[config.mk]
export PLATFORM = sky130hd
export DESIGN_NAME = fe_ibuf_flat
export DESIGN_NICKNAME = d
export VERILOG_FILES = /design/src/rtl/fe_ibuf_pkg.sv /design/src/rtl/fe_ibuf_if.sv /design/src/rtl/fe_ibuf.sv /design/src/flat_wrapper.sv
export SDC_FILE = /design/constraint.sdc
export NUM_CORES = 1
export LEC_CHECK = 0
export CAP_MARGIN = 20
export CORE_ASPECT_RATIO = 2
export CORE_MARGIN = 2
export CORE_UTILIZATION = 40
export CTS_BUF_LIST = sky130_fd_sc_hd__clkbuf_4
export DETAILED_ROUTE_END_ITERATION = 10
export PLACE_DENSITY = 0.57
export SLEW_MARGIN = 20
export SYNTH_ARGS = -nofsm -noshare
export SYNTH_HDL_FRONTEND = slang
export SYNTH_SLANG_ARGS = --single-unit
export TNS_END_PERCENT = 1
[constraint.sdc]
create_clock -name clk -period 4.61 [get_ports clk]
set_input_delay 0.922 -clock clk [delete_from_list [all_inputs] [get_ports clk]]
set_output_delay 0.922 -clock clk [all_outputs]
set_load 0.02 [all_outputs]
[src/rtl/fe_ibuf_pkg.sv]
// -----------------------------------------------------------------------------
// fe_ibuf_pkg
//   Shared front-end definitions. Fetch and the top level both size their
//   throttling from IBUF_DEPTH / IBUF_SKID so they can never disagree on how
//   many in-flight returns the instruction buffer has to absorb.
//
//   t_instr_pkt : one fetched instruction packet (instr, pc, and a simulation
//                 sequence id when SIMULATION is defined).
// -----------------------------------------------------------------------------
package fe_ibuf_pkg;

    localparam int IBUF_DEPTH = 4;  // buffered packets, power of two, >= 2
    localparam int IBUF_SKID  = 1;  // fetch request-to-return latency in cycles

    typedef struct packed {
`ifdef SIMULATION
        logic [31:0] simid;
`endif
        logic [31:0] pc;
        logic [31:0] instr;
    } t_instr_pkt;

endpackage : fe_ibuf_pkg

[src/rtl/fe_ibuf_if.sv]
// -----------------------------------------------------------------------------
// fe_ibuf_if
//   Bundle between fetch/decode (master) and the instruction buffer (slave).
//
//   valid_fe0, instr_fe0 : packet returned by fetch this cycle
//   stall                : decode cannot accept the head packet
//   br_mispred_rb1       : flush request from retire
//   ibuf_afull_fe0       : occupancy >= DEPTH-SKID, fetch must stop issuing
//   ibuf_full_fe0        : occupancy == DEPTH
//   valid_fe1, instr_fe1 : head packet toward decode
//   occ_fe1              : current occupancy (perf/debug)
// -----------------------------------------------------------------------------
interface fe_ibuf_if
    import fe_ibuf_pkg::*;
#(
    parameter int DEPTH = IBUF_DEPTH
) ();

    localparam int CNTW = $clog2(DEPTH + 1);

    logic            valid_fe0;
    t_instr_pkt      instr_fe0;
    logic            stall;
    logic            br_mispred_rb1;
    logic            ibuf_afull_fe0;
    logic            ibuf_full_fe0;
    logic            valid_fe1;
    t_instr_pkt      instr_fe1;
    logic [CNTW-1:0] occ_fe1;

    modport master (
        output valid_fe0, instr_fe0, stall, br_mispred_rb1,
        input  ibuf_afull_fe0, ibuf_full_fe0, valid_fe1, instr_fe1, occ_fe1
    );

    modport slave (
        input  valid_fe0, instr_fe0, stall, br_mispred_rb1,
        output ibuf_afull_fe0, ibuf_full_fe0, valid_fe1, instr_fe1, occ_fe1
    );

endinterface : fe_ibuf_if

[src/rtl/fe_ibuf.sv]
// -----------------------------------------------------------------------------
// fe_ibuf
//   Instruction buffer between the fetch return path (FE0) and decode (FE1).
//   Captures fetched packets in a DEPTH-entry circular array and presents the
//   oldest one to decode. The head holds while decode stalls, a branch
//   mispredict from retire flushes everything, and an almost-full flag leaves
//   SKID slots for packets fetch already has in flight.
//
//   clk     : core clock
//   reset_n : asynchronous, active-low reset
//   ibuf    : fe_ibuf_if.slave bundle (see fe_ibuf_if.sv)
// -----------------------------------------------------------------------------
module fe_ibuf
    import fe_ibuf_pkg::*;
#(
    parameter int DEPTH = IBUF_DEPTH,
    parameter int SKID  = IBUF_SKID
) (
    input  logic     clk,
    input  logic     reset_n,
    fe_ibuf_if.slave ibuf
);

    localparam int CNTW = $clog2(DEPTH + 1);
    localparam int PTRW = $clog2(DEPTH);

    t_instr_pkt      entry_q [DEPTH];
    logic [PTRW-1:0] rd_ptr_q;
    logic [PTRW-1:0] wr_ptr_q;
    logic [CNTW-1:0] count_q;
    logic [CNTW-1:0] count_d;

    logic flush;
    logic nonempty;
    logic full;
    logic afull;
    logic enq;
    logic deq;

    // Full and empty come from count, never from pointer equality, since the
    // pointers coincide in both cases after a wrap.
    always_comb begin
        // NOTE: every signal written here gets a value up front, so no path can
        // leave one unassigned and infer a latch.
        flush    = ibuf.br_mispred_rb1;
        nonempty = (count_q != '0);
        full     = (count_q == CNTW'(DEPTH));
        afull    = (count_q >= CNTW'(DEPTH - SKID));
        // Full blocks the write even when the head leaves this same cycle:
        // there is no pass-through path.
        enq      = ibuf.valid_fe0 & ~full & ~flush;
        deq      = nonempty & ~flush & ~ibuf.stall;
        count_d  = count_q + CNTW'(enq) - CNTW'(deq);
        if (flush) begin
            count_d = '0;
        end
    end

    assign ibuf.ibuf_afull_fe0 = afull;
    assign ibuf.ibuf_full_fe0  = full;
    assign ibuf.valid_fe1      = nonempty & ~flush;
    assign ibuf.occ_fe1        = count_q;
    // Head comes straight from the flops; zero while empty keeps stale data
    // off the decode bus.
    assign ibuf.instr_fe1      = nonempty ? entry_q[rd_ptr_q] : '0;

    always_ff @(posedge clk or negedge reset_n) begin
        // NOTE: state uses <= so every flop samples pre-edge values no matter
        // how the statements are ordered.
        if (!reset_n) begin
            rd_ptr_q <= '0;
            wr_ptr_q <= '0;
            count_q  <= '0;
        end else if (flush) begin
            rd_ptr_q <= '0;
            wr_ptr_q <= '0;
            count_q  <= '0;
        end else begin
            if (enq) begin
                wr_ptr_q <= wr_ptr_q + PTRW'(1);
            end
            if (deq) begin
                rd_ptr_q <= rd_ptr_q + PTRW'(1);
            end
            count_q <= count_d;
        end
    end

    // NOTE: the storage array is cleared on reset as well; it is only a few
    // entries, and it keeps X out of simulation and equivalence checking.
    always_ff @(posedge clk or negedge reset_n) begin
        if (!reset_n) begin
            for (int i = 0; i < DEPTH; i++) begin
                entry_q[i] <= '0;
            end
        end else if (enq) begin
            entry_q[wr_ptr_q] <= ibuf.instr_fe0;
        end
    end

`ifdef ASSERT
    // Decode relies on the head staying put while it stalls.
    chk_no_change: assert property (@(posedge clk) disable iff (!reset_n)
        (ibuf.stall && ibuf.valid_fe1) |=> $stable(ibuf.instr_fe1));

    chk_count_range: assert property (@(posedge clk) disable iff (!reset_n)
        count_q <= CNTW'(DEPTH));

    // Fetch honouring afull never delivers into a full buffer.
    chk_no_overflow: assert property (@(posedge clk) disable iff (!reset_n)
        !(ibuf.valid_fe0 && full));
`endif

`ifdef SIMULATION
    always_ff @(posedge clk) begin
        if (reset_n && enq) begin
            $display("INFO fe_ibuf enq pc=%h simid=%0d", ibuf.instr_fe0.pc, ibuf.instr_fe0.simid);
        end
        if (reset_n && deq) begin
            $display("INFO fe_ibuf deq pc=%h simid=%0d", ibuf.instr_fe1.pc, ibuf.instr_fe1.simid);
        end
    end
`endif

endmodule : fe_ibuf
[src/flat_wrapper.sv]
// flat-port wrapper written by rule: the top's interface ports become plain ports
module fe_ibuf_flat import fe_ibuf_pkg::*;
#(
    parameter int DEPTH = IBUF_DEPTH,
    parameter int SKID  = IBUF_SKID
)
  (clk, reset_n, ibuf_valid_fe0, ibuf_instr_fe0, ibuf_stall, ibuf_br_mispred_rb1, ibuf_ibuf_afull_fe0, ibuf_ibuf_full_fe0, ibuf_valid_fe1, ibuf_instr_fe1, ibuf_occ_fe1);
  fe_ibuf_if #(.DEPTH(DEPTH)) ibuf_i ();
  input  logic clk;
  input  logic reset_n;
  input wire logic [$bits(ibuf_i.valid_fe0)-1:0] ibuf_valid_fe0;
  input wire logic [$bits(ibuf_i.instr_fe0)-1:0] ibuf_instr_fe0;
  input wire logic [$bits(ibuf_i.stall)-1:0] ibuf_stall;
  input wire logic [$bits(ibuf_i.br_mispred_rb1)-1:0] ibuf_br_mispred_rb1;
  output wire logic [$bits(ibuf_i.ibuf_afull_fe0)-1:0] ibuf_ibuf_afull_fe0;
  output wire logic [$bits(ibuf_i.ibuf_full_fe0)-1:0] ibuf_ibuf_full_fe0;
  output wire logic [$bits(ibuf_i.valid_fe1)-1:0] ibuf_valid_fe1;
  output wire logic [$bits(ibuf_i.instr_fe1)-1:0] ibuf_instr_fe1;
  output wire logic [$bits(ibuf_i.occ_fe1)-1:0] ibuf_occ_fe1;
  assign ibuf_i.valid_fe0 = ibuf_valid_fe0;
  assign ibuf_i.instr_fe0 = ibuf_instr_fe0;
  assign ibuf_i.stall = ibuf_stall;
  assign ibuf_i.br_mispred_rb1 = ibuf_br_mispred_rb1;
  assign ibuf_ibuf_afull_fe0 = ibuf_i.ibuf_afull_fe0;
  assign ibuf_ibuf_full_fe0 = ibuf_i.ibuf_full_fe0;
  assign ibuf_valid_fe1 = ibuf_i.valid_fe1;
  assign ibuf_instr_fe1 = ibuf_i.instr_fe1;
  assign ibuf_occ_fe1 = ibuf_i.occ_fe1;
  fe_ibuf #(.DEPTH(DEPTH), .SKID(SKID)) u_core (.clk(clk), .reset_n(reset_n), .ibuf(ibuf_i));
endmodule
* Word-level counts from Yosys, hierarchy flattened
Cells that the tools add are included.
Word-level totals: flip-flop bits (word level) 263
Operators by class: $add $sub $neg 4, magnitude comparators 4, eq/ne operators 1, muxes and demuxes 12, bitwise gates (word level) 9, reduce and logical (&&, ||, !) cells 4
Operators by type and width (number):
- $bwmux 256 | 1
- $mux 64 | 4
- $bmux 64 s2 | 1
- $demux 64 s2 | 1
- $mux 2 | 4
- $ge 3x3->1 const B | 2
- $not 2->3 | 2
- $add 2x1->2 const B | 2
- $and 1x1->1 | 4
- $reduce_bool 2->1 | 2
- $add 3x1->3 | 1
- $eq 3x3->1 const B | 1
- $ge 3x2->1 const B | 1
- $lt 3x1->1 const B | 1
- $mux 3 | 1
- $not 1->1 | 3
- $reduce_bool 3->1 | 1
- $sub 3x1->3 | 1
- $logic_and 1x1->1 | 1

* Longest topological paths before layout
depth in word-level cells 7, depth in mapped cells 10, mapped depth without buffers 9

* Least setup slack after synthesis
Ideal clock, no wire load.
path kind register -> output, from register u_core.count_q[1], in the netlist u_core.ibuf.occ_fe1[1], to output ibuf_instr_fe1[46], data arrival time 1.776 ns, required time 3.688 ns, setup slack 1.912 ns, stages on the path, launching flop included 5, buffers on the path 2, cells stage by stage dfrtp_1 nor3_1 clkbuf_1 clkbuf_1 and2b_1
Between the ends: longest elaborated chain between the ends 2
Ends and longest elaborated chain:
- start, declared | line fe_ibuf.sv:30 | logic [CNTW-1:0] count_q;
- start signal, assigned | line fe_ibuf.sv:85 | count_q <= count_d;
- $reduce_bool 3->1 | line fe_ibuf.sv:46 | nonempty = (count_q != '0);
- $mux 64 | line fe_ibuf.sv:65 | assign ibuf.instr_fe1 = nonempty ? entry_q[rd_ptr_q] : '0;
- end, declared | line flat_wrapper.sv:18 | output wire logic [$bits(ibuf_i.instr_fe1)-1:0] ibuf_instr_fe1;
No other way between the ends.

* Final worst setup path
from register u_core.rd_ptr_q[0], to output ibuf_instr_fe1[51]
Between the ends: longest elaborated chain between the ends 5
Ends and longest elaborated chain:
- start, declared | line fe_ibuf.sv:28 | logic [PTRW-1:0] rd_ptr_q;
- start signal, assigned | line fe_ibuf.sv:83 | rd_ptr_q <= rd_ptr_q + PTRW'(1);
- $not 2->3 (not written as such) | line fe_ibuf.sv:65
- $bmux 64 s2 | line fe_ibuf.sv:65
- $mux 64 (not written as such) (2 in series) | line fe_ibuf.sv:65
- $mux 64 | line fe_ibuf.sv:65
No other way between the ends. The select of a mux whose other input is x is not followed.

==> summary.txt <==
STA
  • Min cycle time layout: 4020 ps
  • Slew @ Worst Pin: 914 ps
  • Max-slew headroom: 39.1%
  • Fin. Hold Viols: 0
  • Slew Limit Fails: 0
  • # setup viols final: 0
  • Final Skew: 31.9 ps
  • Fmax: between 200 and 250 MHz
  • RSZ-0062 raised after global routing: false
  • Setup TNS Final: 0 ps
  • Period utilization: 87.2%

Pwr
  • Max VDD drop: 710 uV
  • Leakage: 0.00675 uW
  • PwrDens: approximately 660 nW/um2

Worst setup path
  • WP data arrival: 3100 ps
  • Startpoint types: register
  • Crit-path max FO: 25
  • CP Capture Type: output pin
  • Crit Path Class: reg2out
  • Crit path required time: 3690 ps

Floorplan
  • Die area: around 35000 um2
  • Die Y: 261 um
  • Num rows: 94
  • Core ar.: 32700 um2
  • DIE WIDTH: between 100 and 150 um
  • I/O Pins: around 140
  • Initial core utilization: 40.4%

GRT
  • Vias in the first global route: 8200
  • Largest net degree at the start of global routing: 113
  • Antenna violations before repair: 1
  • First-pass GRT wire length: 48.5 mm
  • Tot GR Track Use: 18.1%
  • Gr ovfl total: 0

Route
  • Drt wl/cell: 21.4 um
  • Via Count: 6964
  • Antenna Nets Post-Route: 0
  • Drt first-iter violations: 213
  • Post-Route WL: 30.0 mm
  • Drt drc: 0
  • Via density: 4.97
  • Pre-antenna DRT Iters: 4

Final layout
  • Final nets: between 900 and 1000
  • Final Cell Area: 15500 um2
  • Synth-to-layout area growth: 17.6%
  • Final non-filler cell total: 1400
  • Layout cell share with drive strength beyond 1: 46.3%

Clock network
  • PostCTS Resize Cnt: 0
  • Root Driver: clkbuf_4
  • TritonCTS Buffers: 67
  • Clock sink count: 263
  • Clk buf depth: 3
  • Skew-Pair Late Insertion Delay: approximately 730 ps
  • Clock slew at reported path FFs: ~80 ps
  • Depth of the CTS H-tree: 3
  • Hold-fix buffers at CTS: 0
  • Postcts setup bufs: 0
  • CTS tree: done

Logic synthesis
  • Post-synth ARST share: 100%
  • Number of library cell types mapped by synthesis: 29
  • Cell taking the most area after synthesis: dfrtp_1
  • Post-synthesis register bit count: 263
  • Syn Nets: 821
  • Primary FF master, synth: dfrtp_1
  • Syn avg cell area: 17.8 um2
  • Top cell type's share of synthesized area: 49.8%
  • Yosys warns: 0
  • Mapped Cells: 744
  • EDFF count, synth: 0
  • Register area share after synthesis: 49.8%
  • Mapped Area: 13200 um2
  • Largest cells by area after synthesis: dfrtp_1 50%, mux2_4 27%, mux4_2 11%

Placed design
  • Placer Congestion: 0.716
  • Port bufs: 138
  • HPWL after DPL: roughly 18 mm
  • Dpl cells: ~1300
  • Placed cell areas: 14700 um2

Hold path
  • HP Class: in2async

Run
  • Max-cap viol count: 0

Status
  • Status: finished clean
[placed cells by master, fill, tap and decap left out, types with 14 or more instances in the layout]
cell	instances
buf_4	14
clkbuf_4	89
clkdlybuf4s50_1	137
clkinv_1	19
dfrtp_1	261
mux2_2	16
mux2_4	240
mux4_2	64
nor2b_1	62
[power breakdown]
part / switching (uW) / internal [uW] / leakage (uW) / total [uW]
combinational: 1540 / 2710 / 0.00297 / 4250
clock: 985 / 1010 / 0.000480 / 1990
sequential: 631 / 3310 / 0.00330 / 3950
total: 3150 / 7040 / 0.00675 / 10200
[final cells by class]
class | instances | area (um2)
well taps | 432 | 541
diodes | 4 | 10.0
multi-input cells | 422 | 5940
clock buffers | 89 | 668
fillers | 2956 | 17100
clock inverters | 24 | 143
flip-flops and latches | 263 | 6590
inverters | 7 | 26.3
repair buffers | 159 | 1630
[kinds of logic (layout without fill, tap and decap cells)]
group / after synthesis / in the layout / share of synthesized area [%]
DFF: 263 / 263 / 49.8
AOI/OAI and AO/OA: 7 / 7 / 0.284
other: 0 / 4 / 0
and+or+nand+nor: 86 / 86 / 4.20
buffers and inverters: 59 / 279 / 5.32
muxes: 320 / 320 / 39.5
adders and majority gates: 8 / 8 / 0.814
xor gates and xnor gates: 1 / 1 / 0.0663
[synth_stat cells (3+ instances only)]
cell type    n
and2b_1      3
mux2_4     240
buf_4        3
mux4_2      64
o21ai_0      4
and3_4       4
mux2_2      16
buf_2        6
inv_1        7
nor2_1       4
ha_1         7
dfrtp_1    263
nor2b_1     62
clkbuf_1    14
buf_12      28
[registers in the layout, summed over array words and instances (netlist names)]
| name | cells |
|---|---|
| u_core.rd_ptr_q | 2 |
| u_core.entry_q | 256 |
| u_core.ibuf.occ_fe1 | 3 |
| u_core.wr_ptr_q | 2 |
[critical path: stages, from the launching register on]
cell	delay, ps
dfrtp_4	750
buf_12	320
mux4_2	530
nor2b_1	180
clkdlybuf4s50_1	600
[final timing paths]
| kind | from | to | slack, ps | depth (start not counted) |
|---|---|---|---|---|
| max | u_core.rd_ptr_q[0]$_DFFE_PN0P_ | ibuf_instr_fe1[51] | 590 | 4 |
| min | reset_n | u_core.entry_q[203]$_DFFE_PN0P_ | 250 | 1 |
| max reg2reg | u_core.ibuf.occ_fe1[1]$_DFF_PN0_ | u_core.ibuf.occ_fe1[2]$_DFF_PN0_ | 2160 | 10 |
| min reg2reg | u_core.entry_q[225]$_DFFE_PN0P_ | u_core.entry_q[225]$_DFFE_PN0P_ | 500 | 1 |
| max in group asynchronous | reset_n | u_core.entry_q[101]$_DFFE_PN0P_ | 3310 | 2 |
| min in group clk | u_core.entry_q[225]$_DFFE_PN0P_ | u_core.entry_q[225]$_DFFE_PN0P_ | 500 | 1 |
[through the flow]
| stage | worst slack (ps) | utilization, % | hold WS (ps) | total power [uW] |
|---|---|---|---|---|
| after floorplan | 1910 | - | 475 | 6870 |
| after global placement | 901 | 45.0 | 484 | 8210 |
| after detailed placement | 902 | 45.0 | 489 | 8260 |
| after CTS | 55.4 | 47.5 | 220 | 10400 |
| after global routing | 384 | 47.5 | 272 | 10800 |
| final | 590 | 47.6 | 250 | 10200 |
[metal layers]
metal | track usage, % | vias up | wire (um)
met1 | 22.5 | 3667 | 12400
met4 | 6.09 | 0 | 620
met5 | 0 | - | 0
met3 | 4.55 | 54 | 1390
li1 | - | 3079 | -
met2 | 31.1 | 164 | 15600
Power figures use the tool's default switching activity.
